**config.mk**
```make
export PLATFORM = sky130hd
export DESIGN_NAME = cpu_controller
export DESIGN_NICKNAME = d
export VERILOG_FILES = /design/src/rtl/cpu_pkg.sv /design/src/rtl/cpu_controller.sv
export SDC_FILE = /design/constraint.sdc
export NUM_CORES = 1
export LEC_CHECK = 0
export BUFFER_PORTS_ARGS = -buffer_cell sky130_fd_sc_hd__buf_2
export CAP_MARGIN = 20
export CORE_ASPECT_RATIO = 1.25
export CORE_UTILIZATION = 35
export DETAILED_ROUTE_END_ITERATION = 10
export PLACE_DENSITY = 0.61
export SETUP_SLACK_MARGIN = 0.1
export SLEW_MARGIN = 20
export SYNTH_ARGS = -nofsm -noshare
export SYNTH_HDL_FRONTEND = slang
export SYNTH_SLANG_ARGS = --single-unit
```
**constraint.sdc**
```tcl
create_clock -name clk -period 1.76 [get_ports clk]
set_clock_uncertainty 0.1 [all_clocks]
set_input_delay 0.352 -clock clk [delete_from_list [all_inputs] [get_ports clk]]
set_output_delay 0.352 -clock clk [all_outputs]
set_load 0.005 [all_outputs]
```
**src/rtl/cpu_pkg.sv**
```systemverilog
// Shared definitions for the Simple RISC Machine control FSM: state encoding,
// instruction field constants, output encodings and the branch-condition helper.
package cpu_pkg;

  typedef enum logic [4:0] {
    S_RST,
    S_IF1,
    S_IF2,
    S_UPDATE_PC,
    S_DECODE,
    S_MOV_IMM,
    S_GET_A,
    S_GET_B,
    S_ALU,
    S_WRITE_REG,
    S_ADDR,
    S_LOAD_ADDR,
    S_MEM_RD,
    S_WB_MEM,
    S_GET_D,
    S_MOVE_D,
    S_MEM_WR,
    S_BRANCH,
    S_HALT
  } state_t;

  localparam logic [2:0] OPC_BRANCH = 3'b001;
  localparam logic [2:0] OPC_LDR    = 3'b011;
  localparam logic [2:0] OPC_STR    = 3'b100;
  localparam logic [2:0] OPC_ALU    = 3'b101;
  localparam logic [2:0] OPC_MOV    = 3'b110;
  localparam logic [2:0] OPC_HALT   = 3'b111;

  localparam logic [1:0] OP_MOV_REG = 2'b00;
  localparam logic [1:0] OP_CMP     = 2'b01;
  localparam logic [1:0] OP_MOV_IMM = 2'b10;
  localparam logic [1:0] OP_MEM     = 2'b00;
  localparam logic [1:0] OP_BRANCH  = 2'b00;

  localparam logic [1:0] MEM_NONE  = 2'b00;
  localparam logic [1:0] MEM_READ  = 2'b01;
  localparam logic [1:0] MEM_WRITE = 2'b10;

  localparam logic [2:0] NSEL_NONE = 3'b000;
  localparam logic [2:0] NSEL_RN   = 3'b001;
  localparam logic [2:0] NSEL_RM   = 3'b010;
  localparam logic [2:0] NSEL_RD   = 3'b100;

  localparam logic [1:0] VSEL_C     = 2'b00;
  localparam logic [1:0] VSEL_IMM   = 2'b01;
  localparam logic [1:0] VSEL_MDATA = 2'b10;
  localparam logic [1:0] VSEL_PC    = 2'b11;

  localparam logic [2:0] COND_AL = 3'b000;
  localparam logic [2:0] COND_EQ = 3'b001;
  localparam logic [2:0] COND_NE = 3'b010;
  localparam logic [2:0] COND_LT = 3'b011;
  localparam logic [2:0] COND_LE = 3'b100;

  // Signed less-than after a CMP is N xor V; LE adds the equal case.
  function automatic logic branch_taken(input logic [2:0] cond, input logic z,
                                        input logic n, input logic v);
    logic lt;
    lt = n ^ v;
    case (cond)
      COND_AL: return 1'b1;
      COND_EQ: return z;
      COND_NE: return ~z;
      COND_LT: return lt;
      COND_LE: return lt | z;
      default: return 1'b0;
    endcase
  endfunction

endpackage

```
**src/rtl/cpu_controller.sv**
```systemverilog
// Moore control FSM for the Simple RISC Machine: fetch, decode and per-instruction
// datapath / memory sequencing. Outputs decode purely from the state register.
module cpu_controller
  import cpu_pkg::*;
(
  input  logic       clk,
  input  logic       reset,
  input  logic [2:0] opcode,
  input  logic [1:0] op,
  input  logic [2:0] cond,
  input  logic       Z,
  input  logic       N,
  input  logic       V,
  output logic [2:0] nsel,
  output logic [1:0] vsel,
  output logic       loada,
  output logic       loadb,
  output logic       loadc,
  output logic       loads,
  output logic       asel,
  output logic       bsel,
  output logic       write,
  output logic       load_ir,
  output logic       load_pc,
  output logic       reset_pc,
  output logic       pc_sel,
  output logic       addr_sel,
  output logic       load_addr,
  output logic [1:0] mem_cmd,
  output logic       halted
);

  state_t r_state;
  state_t w_next_state;

  logic w_is_mov_imm, w_is_mov_reg, w_is_alu, w_is_cmp;
  logic w_is_ldr, w_is_str, w_is_branch, w_is_halt;

  assign w_is_mov_imm = (opcode == OPC_MOV) && (op == OP_MOV_IMM);
  assign w_is_mov_reg = (opcode == OPC_MOV) && (op == OP_MOV_REG);
  assign w_is_alu     = (opcode == OPC_ALU);
  assign w_is_cmp     = w_is_alu && (op == OP_CMP);
  assign w_is_ldr     = (opcode == OPC_LDR) && (op == OP_MEM);
  assign w_is_str     = (opcode == OPC_STR) && (op == OP_MEM);
  assign w_is_branch  = (opcode == OPC_BRANCH) && (op == OP_BRANCH);
  assign w_is_halt    = (opcode == OPC_HALT);

  // NOTE: state is updated with <= so every flop samples the pre-edge value.
  always_ff @(posedge clk) begin
    if (reset) r_state <= S_RST;
    else       r_state <= w_next_state;
  end

  // NOTE: default assignment first keeps this block combinational (no latch).
  always_comb begin
    w_next_state = r_state;
    case (r_state)
      S_RST:       w_next_state = S_IF1;
      S_IF1:       w_next_state = S_IF2;
      S_IF2:       w_next_state = S_UPDATE_PC;
      S_UPDATE_PC: w_next_state = S_DECODE;
      S_DECODE: begin
        if (w_is_mov_imm)                                        w_next_state = S_MOV_IMM;
        else if (w_is_mov_reg || w_is_alu || w_is_ldr || w_is_str) w_next_state = S_GET_A;
        else if (w_is_branch)                                    w_next_state = S_BRANCH;
        else if (w_is_halt)                                      w_next_state = S_HALT;
        else                                                     w_next_state = S_IF1;
      end
      S_MOV_IMM:   w_next_state = S_IF1;
      S_GET_A: begin
        if (w_is_ldr || w_is_str)          w_next_state = S_ADDR;
        else if (w_is_mov_reg || w_is_alu) w_next_state = S_GET_B;
        else                               w_next_state = S_IF1;
      end
      S_GET_B:     w_next_state = S_ALU;
      S_ALU:       w_next_state = w_is_cmp ? S_IF1 : S_WRITE_REG;
      S_WRITE_REG: w_next_state = S_IF1;
      S_ADDR:      w_next_state = S_LOAD_ADDR;
      S_LOAD_ADDR: w_next_state = w_is_str ? S_GET_D : S_MEM_RD;
      S_MEM_RD:    w_next_state = S_WB_MEM;
      S_WB_MEM:    w_next_state = S_IF1;
      S_GET_D:     w_next_state = S_MOVE_D;
      S_MOVE_D:    w_next_state = S_MEM_WR;
      S_MEM_WR:    w_next_state = S_IF1;
      S_BRANCH:    w_next_state = S_IF1;
      S_HALT:      w_next_state = S_HALT;
      default:     w_next_state = S_RST;
    endcase
  end

  always_comb begin
    nsel      = NSEL_NONE;
    vsel      = VSEL_C;
    loada     = 1'b0;
    loadb     = 1'b0;
    loadc     = 1'b0;
    loads     = 1'b0;
    asel      = 1'b0;
    bsel      = 1'b0;
    write     = 1'b0;
    load_ir   = 1'b0;
    load_pc   = 1'b0;
    reset_pc  = 1'b0;
    pc_sel    = 1'b0;
    addr_sel  = 1'b0;
    load_addr = 1'b0;
    mem_cmd   = MEM_NONE;
    halted    = 1'b0;
    case (r_state)
      S_RST: begin
        reset_pc = 1'b1;
        load_pc  = 1'b1;
      end
      S_IF1: begin
        addr_sel = 1'b1;
        mem_cmd  = MEM_READ;
      end
      S_IF2: begin
        addr_sel = 1'b1;
        mem_cmd  = MEM_READ;
        load_ir  = 1'b1;
      end
      S_UPDATE_PC: load_pc = 1'b1;
      S_MOV_IMM: begin
        nsel  = NSEL_RN;
        vsel  = VSEL_IMM;
        write = 1'b1;
      end
      S_GET_A: begin
        nsel  = NSEL_RN;
        loada = 1'b1;
      end
      S_GET_B: begin
        nsel  = NSEL_RM;
        loadb = 1'b1;
      end
      S_ALU: begin
        loadc = 1'b1;
        asel  = w_is_mov_reg;
        loads = w_is_cmp;
      end
      S_WRITE_REG: begin
        nsel  = NSEL_RD;
        vsel  = VSEL_C;
        write = 1'b1;
      end
      S_ADDR: begin
        bsel  = 1'b1;
        loadc = 1'b1;
      end
      S_LOAD_ADDR: load_addr = 1'b1;
      S_MEM_RD:    mem_cmd = MEM_READ;
      S_WB_MEM: begin
        mem_cmd = MEM_READ;
        nsel    = NSEL_RD;
        vsel    = VSEL_MDATA;
        write   = 1'b1;
      end
      S_GET_D: begin
        nsel  = NSEL_RD;
        loadb = 1'b1;
      end
      S_MOVE_D: begin
        asel  = 1'b1;
        loadc = 1'b1;
      end
      S_MEM_WR: mem_cmd = MEM_WRITE;
      // PC already holds PC+1 here, so pc_sel adds sximm8 on top of it.
      S_BRANCH: begin
        load_pc = branch_taken(cond, Z, N, V);
        pc_sel  = load_pc;
      end
      S_HALT:  halted = 1'b1;
      default: ;
    endcase
  end

endmodule

```
# After elaboration in Yosys (flattened, before gate mapping)
# Index checks and enable logic that the tools add are counted.
# word_totals
ff_bits,5
elab_cells,83
input_bits,13
# classes
reduce_logical,22
mux,27
bitwise,3
eq_ne,30
# ops
op,count
$pmux 5 s14,1
$eq 5x4->1 const B,8
$eq 5x3->1 const B,4
$mux 5,4
$eq 3x3->1 const B,5
$eq 5x5->1 const B,3
$mux 1,12
$eq 5x2->1 const B,2
$eq 3x2->1 const B,3
$pmux 3 s3,1
$reduce_or 3->1,3
$mux 4,2
$pmux 2 s2,2
$reduce_or 2->1,4
$eq 3x1->1 const B,2
$logic_and 1x1->1,6
$reduce_or 6->1,1
$eq 5x1->1 const B,1
$logic_not 5->1,1
$pmux 1 s5,1
$logic_or 1x1->1,4
$pmux 1 s2,2
$reduce_or 4->1,1
$logic_not 3->1,1
8 further kinds,8

# Depth between registers and ports, before layout
# depth
ltp_word,8
ltp_mapped,6
ltp_nobuf,5

# Worst setup path after synthesis
# OpenSTA, ideal clock, no wires.
# synth_path
kind,register to output
startpoint,register r_state[0]
endpoint,output port load_pc
path_slack_ps,177
t_arrival_ps,1131
stages_incl_launch_ff,6
cell_sequence,dfxtp_1 buf_2 xor2_1 nor2_1 a311oi_1 nor2_1
# synth_between
elab_chain_cells,3
elab_cells_between_ends,5
classes_between,eq/ne (2); mux (1); reduce/logical (2)
# synth_rtl
item,line,source
from (decl),cpu_controller.sv:33,state_t r_state;
from (signal assigned),cpu_controller.sv:51,else r_state <= w_next_state;
$eq 5x2->1 or $logic_not 5->1 (tied branches),cpu_controller.sv:109,case (r_state)
$reduce_or 2->1 (no line),--,
$pmux 1 s2 (*),cpu_controller.sv:109,
to (decl),cpu_controller.sv:24,"output logic load_pc,"
# Every way passes the cells marked *; elsewhere a longest branch is shown, timed or not.

# Final worst setup path
# layout_path
startpoint,register r_state[1]
endpoint,output port load_pc
# The elaborated chain is that of the path after synthesis.

==> reports/metrics.cfg <==
[sta]
slew_headroom_pct = 78.2
setup_viol = 10
fin_ws_ns = -0.128
tns_ns = -0.536
fin_crit_ns = 1.89
tightest_slew_ns = 0.327
clock.fmax_ghz = 0.530
final-hold-violation-count = 0
min_period_over_period_pct = 107
rsz0062_at_grt = yes
maxSlewViolCount = 0

[synth]
synth_nets = 142
synth-seq-cells = 5
synth_area_leaders = dfxtp_1 12%, nor2_1 7.8%, a21oi_1 7.3%, nand2_1 4.6%, nand2b_1 3.8%
yosys_warnings = 0
postSynthCellCount = 129
synth_edf_count = 0
async_reset_ff_share_pct = 0
synth_top_cell_by_area = dfxtp_1
synthDistinctLibCells = 47
ys_seq_area_share_pct = 12.2
synth_top_area_share_pct = 12.2
syn_area_um2 = 822
synth-main-ff-cell = dfxtp_1
avgSynthCellArea_um2 = 6.37

[global_route]
grt_antenna_before_repair = 0
grt_pass1_vias = 1166
grt_usage_pct = 25.8
grt_pass1_wl_um = 4980
grt_max_degree = 13
grt_overflow = 0

[route]
avgViaCountPerCell = 5.75
wl_per_cell_um = 15.8
ant_nets = 0
wl_met2_um = 1760
drt_iter0_markers = 70
dr_wl_met3_um = 253
dr.pass1.iters = 4
routed.top_layer = met4
routed_wl_um = 3490
drc_errors = 0
vias = 1271
wl_met1_um = 1320

[floorplan]
die_h_um = 56.2
start_util_pct = 37.2
die-area_um2 = 2550
core_um2 = 2210
rows = 19
fp.dieW_um = 45.3
ios = 34

[cells_and_area]
largest_register_ffs = 5
layout.nets = 204
drive_gt1_share_pct = 55.8
synthToLayoutAreaGrowth_pct = 83.3
mostFrequentLayoutCell = buf_2
regMostFlops = r_state
num-fill-cells = 178
antennaDiodeCount = 0
final_cell_mix = 32 x buf_2, 22 x buf_4, 14 x nor2_1
reg.largest.list = r_state: 5 flops
design_area_um2 = 1510

[run_status]
status = finished, violations left
violations = setup timing

[placed_design]
portBuffers = 33
dp.final_hpwl_um = 2200
place_congestion = 0.853
placed_cell_area_um2 = 1110

[worst_setup_path]
reg2reg_depth = 4
timing.rr.end = r_state[2]
cp-startpoint = r_state[1]
cp.arrival_ns = 1.44
cp_max_fo = 9
slowest_delay_ns = 0.44
cp-end-kind = output port
crit_type = flop to output port
cp.depth = 5
cp.required_ns = 1.31
worst_path_max_delay_cell = dfxtp_4
reg2reg_setup_slack_ns = 0.12
path_delay_family = flip-flops
cp_common_cell = nor2_1
setup.worst_path.start_class = flop
worstSetupEndpoint = load_pc
cp_cell_sequence = xor2_2 > nor2_1 > a311oi_1 > nor2_1 > buf_2
cp.buffers_inverters = 1
regToRegStartpoint = r_state[1]

[pwr]
p_int_uw = 403
combPwrFrac_pct = 58.3
pwr-share-seq_pct = 21.5
p_clk_share_pct = 20.2
p_per_area_nw_per_um2 = 448
p_sw_uw = 272
p_leak_nw = 0.699
sw_frac_of_total_pct = 40.3
ir_drop_v = 0.000297

[clock_tree]
cts_hold_buf = 0
clock_latency_ns = 0.24
cts_buffer_depth = 2
numCtsBuffers = 3
cts_tree = yes
cts.sinks = 5
cts_root_buf = clkbuf_4
clk_pin_slew_ns = 0.05
cts_htree_levels = 1

[hold_path]
hp-class = primary input to flop

[job]
drv_cap = 0

-- per-layer routing --
metal	vias to the layer above	global-route usage [%]
li1	589	-
met1	589	30.3
met2	76	43.3
met3	17	2.27
met4	0	15.6
met5	-	0
-- repair_timing --
| action | in CTS | in global routing |
|---|---|---|
| buffers inserted | 10 | 7 |
| resized for setup | 34 | 27 |
| setup endpoints to repair | 23 | 22 |
| pin swaps | 7 | 5 |
-- how the worst min path moves through the flow --
| stage | from | endpoint | slack (ns) | cells past startpoint |
|---|---|---|---|---|
| final | reset | r_state[1] | 0.30 | 3 |
| after global routing | reset | r_state[0] | 0.31 | 3 |
| after CTS | reset | r_state[0] | 0.29 | 3 |
| after global placement | reset | r_state[0] | 0.54 | 3 |
| after detailed placement | reset | r_state[0] | 0.56 | 3 |
| after floorplan | reset | r_state[0] | 0.41 | 2 |
-- through the flow --
stage                     hold slack [ns]  std cells  total power [mW]  worst slack (ns)  utilization, %
final                               0.303        221             0.675            -0.128            68.1
after global routing                0.315        221             0.714            -0.176            68.1
after CTS                           0.290        214             0.595           -0.0728            59.8
after detailed placement            0.559        201             0.404            0.0182            50.2
after global placement              0.543        201             0.401            0.0181            50.2
after floorplan                     0.414        129             0.295             0.177               -
-- final cells by class --
class | count | area [µm²] | share of cell area (%)
Sequential cell | 5 | 119 | 7.89
Clock buffer | 4 | 26.3 | 1.74
Timing Repair Buffer | 66 | 460 | 30.6
Tap cell | 31 | 38.8 | 2.57
Inverter | 8 | 36.3 | 2.41
Multi-Input combinational cell | 107 | 826 | 54.8
-- cells in the mapped netlist (2+ instances only) --
master / n
nor2_1: 17
a21oi_1: 12
nand2_1: 10
inv_1: 7
clkbuf_1: 6
nor3_1: 6
dfxtp_1: 5
nand2b_1: 5
nor2b_1: 5
a22oi_1: 3
nor4_1: 3
o21ai_0: 3
o21ai_1: 3
a21o_1: 2
and2_1: 2
and3b_1: 2
buf_2: 2
nand3_1: 2
nand3b_1: 2
o211ai_1: 2
o22ai_1: 2
or2_1: 2
xnor2_1: 2
-- power by group through the flow --
stage | Combinational [mW] | Sequential (mW) | Clock [mW]
finish | 0.393 | 0.145 | 0.136
global route | 0.419 | 0.146 | 0.150
CTS | 0.315 | 0.137 | 0.142
detailed placement | 0.260 | 0.144 | 0
global placement | 0.259 | 0.143 | 0
floorplan | 0.167 | 0.128 | 0
-- logic make-up after synthesis --
| logic type | Yosys count | share of synthesized area (%) |
|---|---|---|
| compound gates | 39 | 32.3 |
| xor+xnor | 3 | 3.20 |
| buf+inv | 17 | 8.98 |
| flops | 5 | 12.2 |
| mux | 1 | 1.22 |
| simple gates | 64 | 42.2 |
-- worst register-to-register path, delay by kind of cell, from the launching register on --
kind	cells	cell delay, ns
and+or+nand+nor	2	0.66
AOI/OAI and AO/OA	2	0.42
DFF	1	0.40
Note: power is estimated with default switching activity, not from simulation.
